**config.mk**
```make
export PLATFORM = sky130hd
export DESIGN_NAME = pc_fetch_unit_flat
export DESIGN_NICKNAME = d
export VERILOG_FILES = /design/src/rtl/pc_fetch_unit_pkg.sv /design/src/rtl/pc_fetch_unit_if.sv /design/src/rtl/pc_fetch_unit.sv /design/src/flat_wrapper.sv
export SDC_FILE = /design/constraint.sdc
export NUM_CORES = 1
export LEC_CHECK = 0
export CAP_MARGIN = 20
export CORE_AREA = 3 3 129 131
export CTS_BUF_LIST = sky130_fd_sc_hd__clkbuf_16
export CTS_CLUSTER_DIAMETER = 60
export DETAILED_ROUTE_END_ITERATION = 10
export DIE_AREA = 0 0 132 134
export HOLD_SLACK_MARGIN = 0.12
export SLEW_MARGIN = 20
export SYNTH_ARGS = -nofsm -noshare
export SYNTH_HDL_FRONTEND = slang
export SYNTH_SLANG_ARGS = --single-unit
```
**constraint.sdc**
```tcl
create_clock -name clk -period 2.92 [get_ports clk]
set_clock_uncertainty 0.15 [all_clocks]
set_input_delay 0.73 -clock clk [delete_from_list [all_inputs] [get_ports clk]]
set_output_delay 0.73 -clock clk [all_outputs]
set_load 0.02 [all_outputs]
```
**src/rtl/pc_fetch_unit_pkg.sv**
```systemverilog
// Shared constants and state encoding for the PC / instruction-fetch stage.
package fetch_pkg;

  localparam int unsigned XLEN        = 32;
  localparam int unsigned INSTR_BYTES = 4;
  localparam logic [31:0] RESET_PC    = 32'h0000_0000;

  typedef enum logic [1:0] {
    REQ  = 2'd0,
    WAIT = 2'd1,
    HOLD = 2'd2
  } state_e;

endpackage

```
**src/rtl/pc_fetch_unit_if.sv**
```systemverilog
// Instruction-memory request/response and decode hand-off bundle of the fetch stage.
interface pc_fetch_unit_if #(
  parameter int unsigned XLEN = fetch_pkg::XLEN
);

  logic            imem_req_valid;
  logic            imem_req_ready;
  logic [XLEN-1:0] imem_req_addr;
  logic            imem_resp_valid;
  logic [31:0]     imem_resp_data;
  logic            if_valid;
  logic            if_ready;
  logic [XLEN-1:0] if_pc;
  logic [31:0]     if_instr;

  modport master (
    output imem_req_valid, imem_req_addr, if_valid, if_pc, if_instr,
    input  imem_req_ready, imem_resp_valid, imem_resp_data, if_ready
  );

  modport slave (
    input  imem_req_valid, imem_req_addr, if_valid, if_pc, if_instr,
    output imem_req_ready, imem_resp_valid, imem_resp_data, if_ready
  );

endinterface

```
**src/rtl/pc_fetch_unit.sv**
```systemverilog
// PC register and single-outstanding fetch FSM feeding decode; uses an external PC+4 adder.
// Optional FETCH_MISALIGN_CHECK_EN: drop misaligned redirects and flag them on fetch_misalign.
module pc_fetch_unit #(
  parameter int unsigned          XLEN        = fetch_pkg::XLEN,
  parameter int unsigned          INSTR_BYTES = fetch_pkg::INSTR_BYTES,
  parameter logic [XLEN-1:0]      RESET_PC    = XLEN'(fetch_pkg::RESET_PC)
) (
  input  logic                    clk,
  input  logic                    rst,
  output logic [XLEN-1:0]         pc_add_a,
  output logic [XLEN-1:0]         pc_add_b,
  input  logic [XLEN-1:0]         pc_add_sum,
  pc_fetch_unit_if.master         bus,
  input  logic                    redirect_valid,
  input  logic [XLEN-1:0]         redirect_pc,
  input  logic                    stall
`ifdef FETCH_MISALIGN_CHECK_EN
  ,
  output logic                    fetch_misalign
`endif
);

  import fetch_pkg::state_e;
  import fetch_pkg::REQ;
  import fetch_pkg::WAIT;
  import fetch_pkg::HOLD;

  state_e          state_q, state_d;
  logic [XLEN-1:0] pc_q, pc_d;
  logic [XLEN-1:0] if_pc_q, if_pc_d;
  logic [31:0]     if_instr_q, if_instr_d;
  logic            if_valid_q, if_valid_d;
  logic            kill_q, kill_d;
  logic            req_fire;
  logic            redir_ok;

`ifdef FETCH_MISALIGN_CHECK_EN
  logic            misalign_q, misalign_d;

  assign redir_ok       = redirect_valid && (redirect_pc[1:0] == 2'b00);
  assign misalign_d     = misalign_q || (redirect_valid && (redirect_pc[1:0] != 2'b00));
  assign fetch_misalign = misalign_q;
`else
  assign redir_ok       = redirect_valid;
`endif

  assign pc_add_a           = pc_q;
  assign pc_add_b           = XLEN'(INSTR_BYTES);
  assign bus.imem_req_valid = !rst && (state_q == REQ) && !stall;
  assign bus.imem_req_addr  = pc_q;
  assign bus.if_valid       = if_valid_q;
  assign bus.if_pc          = if_pc_q;
  assign bus.if_instr       = if_instr_q;
  assign req_fire           = bus.imem_req_valid && bus.imem_req_ready;

  // Next-state: redirect overrides the sequential PC and squashes whatever is in flight.
  always_comb begin
    state_d    = state_q;
    pc_d       = pc_q;
    if_pc_d    = if_pc_q;
    if_instr_d = if_instr_q;
    if_valid_d = if_valid_q;
    kill_d     = kill_q;

    unique case (state_q)
      REQ: begin
        if (req_fire) begin
          pc_d    = pc_add_sum;
          if_pc_d = pc_q;
          state_d = WAIT;
          if (redir_ok) kill_d = 1'b1;
        end
      end
      WAIT: begin
        if (bus.imem_resp_valid) begin
          if (kill_q || redir_ok) begin
            kill_d  = 1'b0;
            state_d = REQ;
          end else begin
            if_instr_d = bus.imem_resp_data;
            if_valid_d = 1'b1;
            state_d    = HOLD;
          end
        end else if (redir_ok) begin
          kill_d = 1'b1;
        end
      end
      HOLD: begin
        if (redir_ok || bus.if_ready) begin
          if_valid_d = 1'b0;
          state_d    = REQ;
        end
      end
      default: state_d = REQ;
    endcase

    if (redir_ok) pc_d = redirect_pc;
  end

  always_ff @(posedge clk) begin
    if (rst) begin
      state_q    <= REQ;
      pc_q       <= RESET_PC;
      if_pc_q    <= '0;
      if_instr_q <= '0;
      if_valid_q <= 1'b0;
      kill_q     <= 1'b0;
`ifdef FETCH_MISALIGN_CHECK_EN
      misalign_q <= 1'b0;
`endif
    end else begin
      state_q    <= state_d;
      pc_q       <= pc_d;
      if_pc_q    <= if_pc_d;
      if_instr_q <= if_instr_d;
      if_valid_q <= if_valid_d;
      kill_q     <= kill_d;
`ifdef FETCH_MISALIGN_CHECK_EN
      misalign_q <= misalign_d;
`endif
    end
  end

endmodule

```
**src/flat_wrapper.sv**
```systemverilog
// flat-port wrapper written by rule: the top's interface ports become plain ports
module pc_fetch_unit_flat import fetch_pkg::state_e; import fetch_pkg::REQ; import fetch_pkg::WAIT; import fetch_pkg::HOLD;
#(
  parameter int unsigned          XLEN        = fetch_pkg::XLEN,
  parameter int unsigned          INSTR_BYTES = fetch_pkg::INSTR_BYTES,
  parameter logic [XLEN-1:0]      RESET_PC    = XLEN'(fetch_pkg::RESET_PC)
)
  (clk, rst, pc_add_a, pc_add_b, pc_add_sum, redirect_valid, redirect_pc, stall, bus_imem_req_valid, bus_imem_req_addr, bus_if_valid, bus_if_pc, bus_if_instr, bus_imem_req_ready, bus_imem_resp_valid, bus_imem_resp_data, bus_if_ready);
  pc_fetch_unit_if #(.XLEN(XLEN)) bus_i ();
  input  logic clk;
  input  logic rst;
  output logic [XLEN-1:0] pc_add_a;
  output logic [XLEN-1:0] pc_add_b;
  input  logic [XLEN-1:0] pc_add_sum;
  input  logic redirect_valid;
  input  logic [XLEN-1:0] redirect_pc;
  input  logic stall;
  output wire logic [$bits(bus_i.imem_req_valid)-1:0] bus_imem_req_valid;
  output wire logic [$bits(bus_i.imem_req_addr)-1:0] bus_imem_req_addr;
  output wire logic [$bits(bus_i.if_valid)-1:0] bus_if_valid;
  output wire logic [$bits(bus_i.if_pc)-1:0] bus_if_pc;
  output wire logic [$bits(bus_i.if_instr)-1:0] bus_if_instr;
  input wire logic [$bits(bus_i.imem_req_ready)-1:0] bus_imem_req_ready;
  input wire logic [$bits(bus_i.imem_resp_valid)-1:0] bus_imem_resp_valid;
  input wire logic [$bits(bus_i.imem_resp_data)-1:0] bus_imem_resp_data;
  input wire logic [$bits(bus_i.if_ready)-1:0] bus_if_ready;
  assign bus_imem_req_valid = bus_i.imem_req_valid;
  assign bus_imem_req_addr = bus_i.imem_req_addr;
  assign bus_if_valid = bus_i.if_valid;
  assign bus_if_pc = bus_i.if_pc;
  assign bus_if_instr = bus_i.if_instr;
  assign bus_i.imem_req_ready = bus_imem_req_ready;
  assign bus_i.imem_resp_valid = bus_imem_resp_valid;
  assign bus_i.imem_resp_data = bus_imem_resp_data;
  assign bus_i.if_ready = bus_if_ready;
  pc_fetch_unit #(.XLEN(XLEN), .INSTR_BYTES(INSTR_BYTES), .RESET_PC(RESET_PC)) u_core (.clk(clk), .rst(rst), .pc_add_a(pc_add_a), .pc_add_b(pc_add_b), .pc_add_sum(pc_add_sum), .bus(bus_i), .redirect_valid(redirect_valid), .redirect_pc(redirect_pc), .stall(stall));
endmodule
```
==> results of run 1 <==
## layout by cell type, fill, tap and decap left out, drive strengths merged
cell             n
clkdlybuf4s50  228
dfxtp          100
o21ai           98
a21oi           65
nand3           64
inv             36
a221oi          33
a31oi           32
conb            32
buf             15
clkbuf           9
clkinv           5
nor3             3
nor2             2
or4              1
a22oi            1
nor4b            1
or4b             1
nand2b           1
nand3b           1
o22a             1
nand2            1
clkinvlp         1
bufinv           1
clkdlybuf4s15    1
## power by group
| part | internal, µW | switching, µW | total [µW] |
|---|---|---|---|
| clock network | 662 | 527 | 1190 |
| registers | 1410 | 44.3 | 1460 |
| logic | 317 | 360 | 677 |
## layout make-up
| type | instances | area, µm² | share of cell area, % |
|---|---|---|---|
| clock inverters | 7 | 67.6 | 0.962 |
| inverters | 36 | 136 | 1.94 |
| clock buffers | 9 | 225 | 3.21 |
| flip-flops and latches | 100 | 2000 | 28.5 |
| well taps | 216 | 270 | 3.85 |
| multi-input cells | 337 | 1910 | 27.2 |
| repair buffers | 244 | 2410 | 34.3 |
## logic make-up (layout without fill, tap and decap cells)
group	Yosys count	in the layout	synth area share (%)
AO/OA/AOI/OAI	230	230	29.7
buffers and inverters	159	296	18.7
flip-flops	100	100	43.0
other	2	32	0.161
AND/OR/NAND/NOR	75	75	8.51
## flip-flops by register name, indices dropped and copies added (netlist names)
signal,cells
u_core.state_q,2
u_core.bus.if_instr,32
u_core.kill_q,1
u_core.bus.if_pc,32
u_core.bus.if_valid,1
u_core.bus.imem_req_addr,32
## critical path, delay by kind of cell
family,cells,cell delay [ns]
buffers and inverters,3,0.79
AND/OR/NAND/NOR,1,0.44
## per-layer routing
layer,vias up,global-route usage [%],share of wire [%]
met3,16,6.19,9.1
met1,2232,19.4,40
met5,-,0,0
li1,2243,-,-
met2,200,28.4,49
met4,0,5.72,1.5
## through the flow
step	TNS (ns)	cell area, µm²
after floorplan	0	4770
after global placement	-0.243	6730
after detailed placement	-1.30	6730
after CTS	0	7020
after global routing	0	7020
final	0	7020
## path summary, 6_finish.rpt
check / cells after the start / to / startpoint
setup / recovery: 4 / bus_imem_req_valid / stall
hold / removal: 2 / u_core.bus.if_pc[24] / u_core.bus.if_pc[24]
setup reg to reg: 5 / u_core.bus.imem_req_addr[8] / u_core.state_q[1]
hold reg to reg: 2 / u_core.bus.if_pc[24] / u_core.bus.if_pc[24]
==> flow_summary_export.csv, run 1 <==
group,metric,value,unit
cts,cts_tree,"yes",
flow_run,max_cap_viol_count,0,
synth,syn_area,4660,µm²
sta,whs,0.325,ns
sta,setup_viol,0,
cts,path_clk_slew,0.06,ns
synth,syn_inst,566,
setup_path,start_kind,"input pin",
synth,synth_common_cells,"dfxtp_1 (100), o21ai_0 (98), buf_4 (66), a21oi_1 (65), nand3_1 (64)",
final_layout,layout.nets,831,
cts,clockRootBuffer,"clkbuf_16",
synth,syn_avg_cell_area,8.23,µm²
final_layout,fill_cells,1533,
sta,hold_viol_final,0,
synth,post-synth-top-count-cell,"dfxtp_1",
floorplan,io-pin-count,265,
setup_path,crit_required,2.04,ns
global_routing,grt_pass1_wl,24400,µm
worst_hold_path,hp-class,"flip-flop to flip-flop",
floorplan,start_util,29.7,%
cts,ctsResizeCount,1,
global_routing,grt_max_degree,99,
cts,clock_sinks,100,
sta,timing.final.ws_setup,0.0797,ns
global_routing,track_usage,16.7,%
setup_path,crit_chain,"clkdlybuf4s50_1, or4_4, clkinv_2, clkdlybuf4s15_1",
synth,ys_ff_latch,100,
floorplan,row_count,46,
setup_path,crit_fanout,2,
floorplan,core_area,15700,µm²
setup_path,worstPathArrival,1.96,ns
cts,cts_setup_buffers,0,
cts,htreeDepth,3,
sta,rsz0062_at_grt,"false",
synth,synth_edf_count,0,
detailed_routing,final_antenna_net_count,0,
cts,clk_latency,0.34,ns
power_and_ir_drop,finalPower,3330,µW
detailed_routing,drc_errors,0,
final_layout,instances_no_fill,949,
setup_path,slowest_stage,"or4_4",
sta,fin_crit,2.84,ns
status,outcome,"finished, final reports clean",
final_layout,drive_gt1_share,5.87,%
sta,timing.fmax,0.352,GHz
floorplan,die_h,134,µm
setup_path,max_stage_delay,0.44,ns
detailed_routing,drt-wirelength-per-cell,16.2,µm
setup_path,crit_path_end_kind,"primary output",
setup_path,worstSetupPathType,"input pin to primary output",
detailed_routing,vias,4691,
synth,yosysTopAreaCell,"dfxtp_1",
final_layout,final_core_util,44.7,%
sta,slew_viol_final,0,
power_and_ir_drop,powerDensity,473,nW/µm²
power_and_ir_drop,leakagePower,0.00247,µW
sta,relSlewSlack,25.5,%
floorplan,die_x,132,µm
detailed_routing,firstDrtPassIters,4,
synth,synth_top_area_share,43.0,%
placed_design,dp_cells,933,
placed_design,io_buffers,232,
synth,ys_types,26,
power_and_ir_drop,irDropWorstVdd,0.000244,V
detailed_routing,drtIter0Drc,220,
final_layout,area_delta_synth_final,50.7,%
detailed_routing,drt-vias-per-instance,4.94,
synth,synth_area_leaders,"dfxtp_1 (43%), buf_4 (11%), o21ai_0 (11%), a21oi_1 (7.0%), nand3_1 (6.9%)",
placed_design,dpl.hpwl,10400,µm
synth,synth-main-ff-cell,"dfxtp_1",
sta,worst_pin_slew,1.12,ns
cts,cts_buffers,9,
cts,holdBufCountCts,0,
floorplan,dieArea,17700,µm²
placed_design,place_ws,-0.235,ns
setup_path,r2r_setup_slack,0.52,ns
placed_design,place.gp.congestion,0.751,
synth,ys_seq_area_share,43.0,%
synth,synth_warnings,0,
global_routing,grt_pass1_vias,4654,
synth,async_flop_share,0,%
detailed_routing,routed_wl,15400,µm
global_routing,antenna_found_initial,0,
final_layout,diodes,0,
cts,cts.path.max_buffers,2,
global_routing,grt-ovfl-total,0,
sta,finalCritPeriodShare,97.3,%
Power figures use the tool's default switching activity.
==> inputs of run 2 (changes only) <==
- GPL_TIMING_DRIVEN: unset -> 0
==> run 2 against run 1 <==
Compared with the run above: non-clock buffer count is 109 higher; clock power is essentially flat; critical path depth rose by 1; sequential share of layout area shrank 2.3 points; worst setup slack got worse by 0.019 ns; clock-buffer cell count is the same; flip-flop and latch count unchanged; global-route usage increased by 2.7 points; via count up 10%.
==> flow_summary_export.csv, run 2 (synthesized netlist as in run 1, its figures left out) <==
group,metric,value,unit
power_and_ir_drop,irDropWorstVdd,0.000232,V
final_layout,multi_input_area,1900,µm²
detailed_routing,final_antenna_net_count,0,
sta,worst_pin_slew,0.744,ns
detailed_routing,drt-vias-per-instance,4.89,
detailed_routing,drtIter0Drc,322,
power_and_ir_drop,leakagePower,0.00284,µW
setup_path,worstPathArrival,1.98,ns
setup_path,slowest_stage,"or4_4",
cts,cts.path.max_buffers,2,
cts,holdBufCountCts,0,
floorplan,row_count,46,
detailed_routing,firstDrtPassIters,4,
sta,whs,0.324,ns
global_routing,grt_pass1_wl,27800,µm
power_and_ir_drop,clkPwrFrac,34.7,%
cts,path_clk_slew,0.06,ns
final_layout,layout.nets,940,
detailed_routing,drc_errors,0,
setup_path,worstSetupPathType,"input pin to primary output",
setup_path,start_kind,"input pin",
cts,cts_tree,"yes",
setup_path,crit_path_end_kind,"primary output",
sta,slew_viol_final,0,
power_and_ir_drop,p_switching,974,µW
setup_path,max_stage_delay,0.50,ns
floorplan,io-pin-count,265,
floorplan,dieArea,17700,µm²
final_layout,instances_no_fill,1058,
global_routing,antenna_found_initial,0,
sta,relSlewSlack,50.4,%
cts,clock_sinks,100,
worst_hold_path,hold_depth,2,
power_and_ir_drop,powerDensity,450,nW/µm²
final_layout,final_common_cell,"clkdlybuf4s50_1",
status,outcome,"finished, final reports clean",
cts,cts_buffers,9,
setup_path,crit_family,"buffers and inverters",
final_layout,fill_cells,1532,
sta,setup_viol,0,
sta,fin_crit,2.86,ns
placed_design,io_buffers,230,
floorplan,core_area,15700,µm²
detailed_routing,vias,5175,
final_layout,area_delta_synth_final,64.1,%
flow_run,max_cap_viol_count,0,
sta,finalCritPeriodShare,97.9,%
global_routing,grt_max_degree,19,
detailed_routing,drt-wirelength-per-cell,16.6,µm
setup_path,crit_required,2.04,ns
worst_hold_path,hold_start,"u_core.bus.if_pc[27]",
placed_design,dpl.hpwl,13500,µm
setup_path,crit_chain,"clkdlybuf4s50_1, or4_4, clkinv_2, buf_12, buf_4",
final_layout,layout_common_cells,"clkdlybuf4s50_1 (229), dfxtp_1 (100), o21ai_0 (98)",
setup_path,reg2reg_depth,7,
setup_path,r2r_start,"u_core.state_q[1]",
setup_path,critPathBufInv,4,
power_and_ir_drop,switching_share,28.3,%
worst_hold_path,hp-class,"flip-flop to flip-flop",
global_routing,track_usage,19.4,%
power_and_ir_drop,seq_power_share,42.5,%
final_layout,drive_gt1_share,12.4,%
cts,htreeDepth,3,
placed_design,place.gp.congestion,0.770,
final_layout,diodes,0,
sta,hold_viol_final,0,
setup_path,reg2reg_to,"u_core.bus.imem_req_addr[23]",
worst_hold_path,hold_path_end,"u_core.bus.if_pc[27]",
sta,timing.fmax,0.350,GHz
global_routing,grt_pass1_vias,5152,
cts,clk_latency,0.34,ns
floorplan,die_h,134,µm
final_layout,seqCellArea,2000,µm²
floorplan,die_x,132,µm
setup_path,r2r_setup_slack,0.78,ns
detailed_routing,routed_wl,17600,µm
cts,clockRootBuffer,"clkbuf_16",
floorplan,start_util,29.7,%
setup_path,crit_fanout,3,
power_and_ir_drop,power_frac_comb,22.8,%
sta,rsz0062_at_grt,"false",
power_and_ir_drop,intPower,2470,µW
placed_design,dp_cells,1042,
global_routing,grt-ovfl-total,0,
-- run 2: power groups by stage --
stage                     registers [µW]  clock network [µW]  logic [µW]
after detailed placement            1490                   0         781
after floorplan                     1540                   0         350
after CTS                           1460                1220         786
after global placement              1490                   0         772
after global routing                1470                1280         839
final                               1460                1190         783
-- run 2: timing repair --
action / in CTS / in global routing
gates resized for setup: 7 / 0
setup buffers: 1 / 0
endpoints found under the setup margin: 1 / 0
-- run 2: per-stage QoR --
| stage | util [%] | TNS [ns] | worst slack [ns] | power, µW | instance area (µm²) |
|---|---|---|---|---|---|
| floorplan | - | 0 | 0.422 | 1890 | 4770 |
| global placement | 46.7 | -0.729 | -0.729 | 2260 | 7340 |
| detailed placement | 46.7 | -0.733 | -0.733 | 2280 | 7340 |
| CTS | 48.7 | 0 | 0.0521 | 3470 | 7650 |
| global route | 48.7 | 0 | 0.0316 | 3590 | 7650 |
| finish | 48.7 | 0 | 0.0604 | 3440 | 7650 |
-- run 2: worst reg2reg max path, delay by kind of cell, from the launching register on --
kind	cells	cell delay (ns)
flip-flops	1	0.37
buffers and inverters	4	0.60
AND/OR/NAND/NOR	1	0.57
AO/OA/AOI/OAI	2	0.36
-- run 2: per-layer routing --
metal	wire length (µm)	vias to the layer above	global-route usage (%)
met4	297	0	5.43
li1	-	2472	-
met5	0	-	0
met1	7120	2454	23.1
met2	8680	229	33.3
met3	1500	20	6.64
-- run 2: cell type report --
cell class | count | share of cell area [%]
Multi-Input combinational cell | 337 | 24.9
Buffer | 122 | 9.64
Tap cell | 216 | 3.53
Clock buffer | 9 | 2.95
Sequential cell | 100 | 26.2
Clock inverter | 7 | 0.900
Inverter | 36 | 1.78
Timing Repair Buffer | 231 | 30.2
-- run 2: worst max path at each step --
| stage | startpoint | to | slack, ns | cells past startpoint |
|---|---|---|---|---|
| final | rst | bus_imem_req_valid | 0.06 | 5 |
| after global routing | rst | bus_imem_req_valid | 0.03 | 5 |
| after CTS | rst | bus_imem_req_valid | 0.05 | 5 |
| after floorplan | rst | bus_imem_req_valid | 0.42 | 4 |
| after global placement | rst | bus_imem_req_valid | -0.73 | 6 |
| after detailed placement | rst | bus_imem_req_valid | -0.73 | 6 |
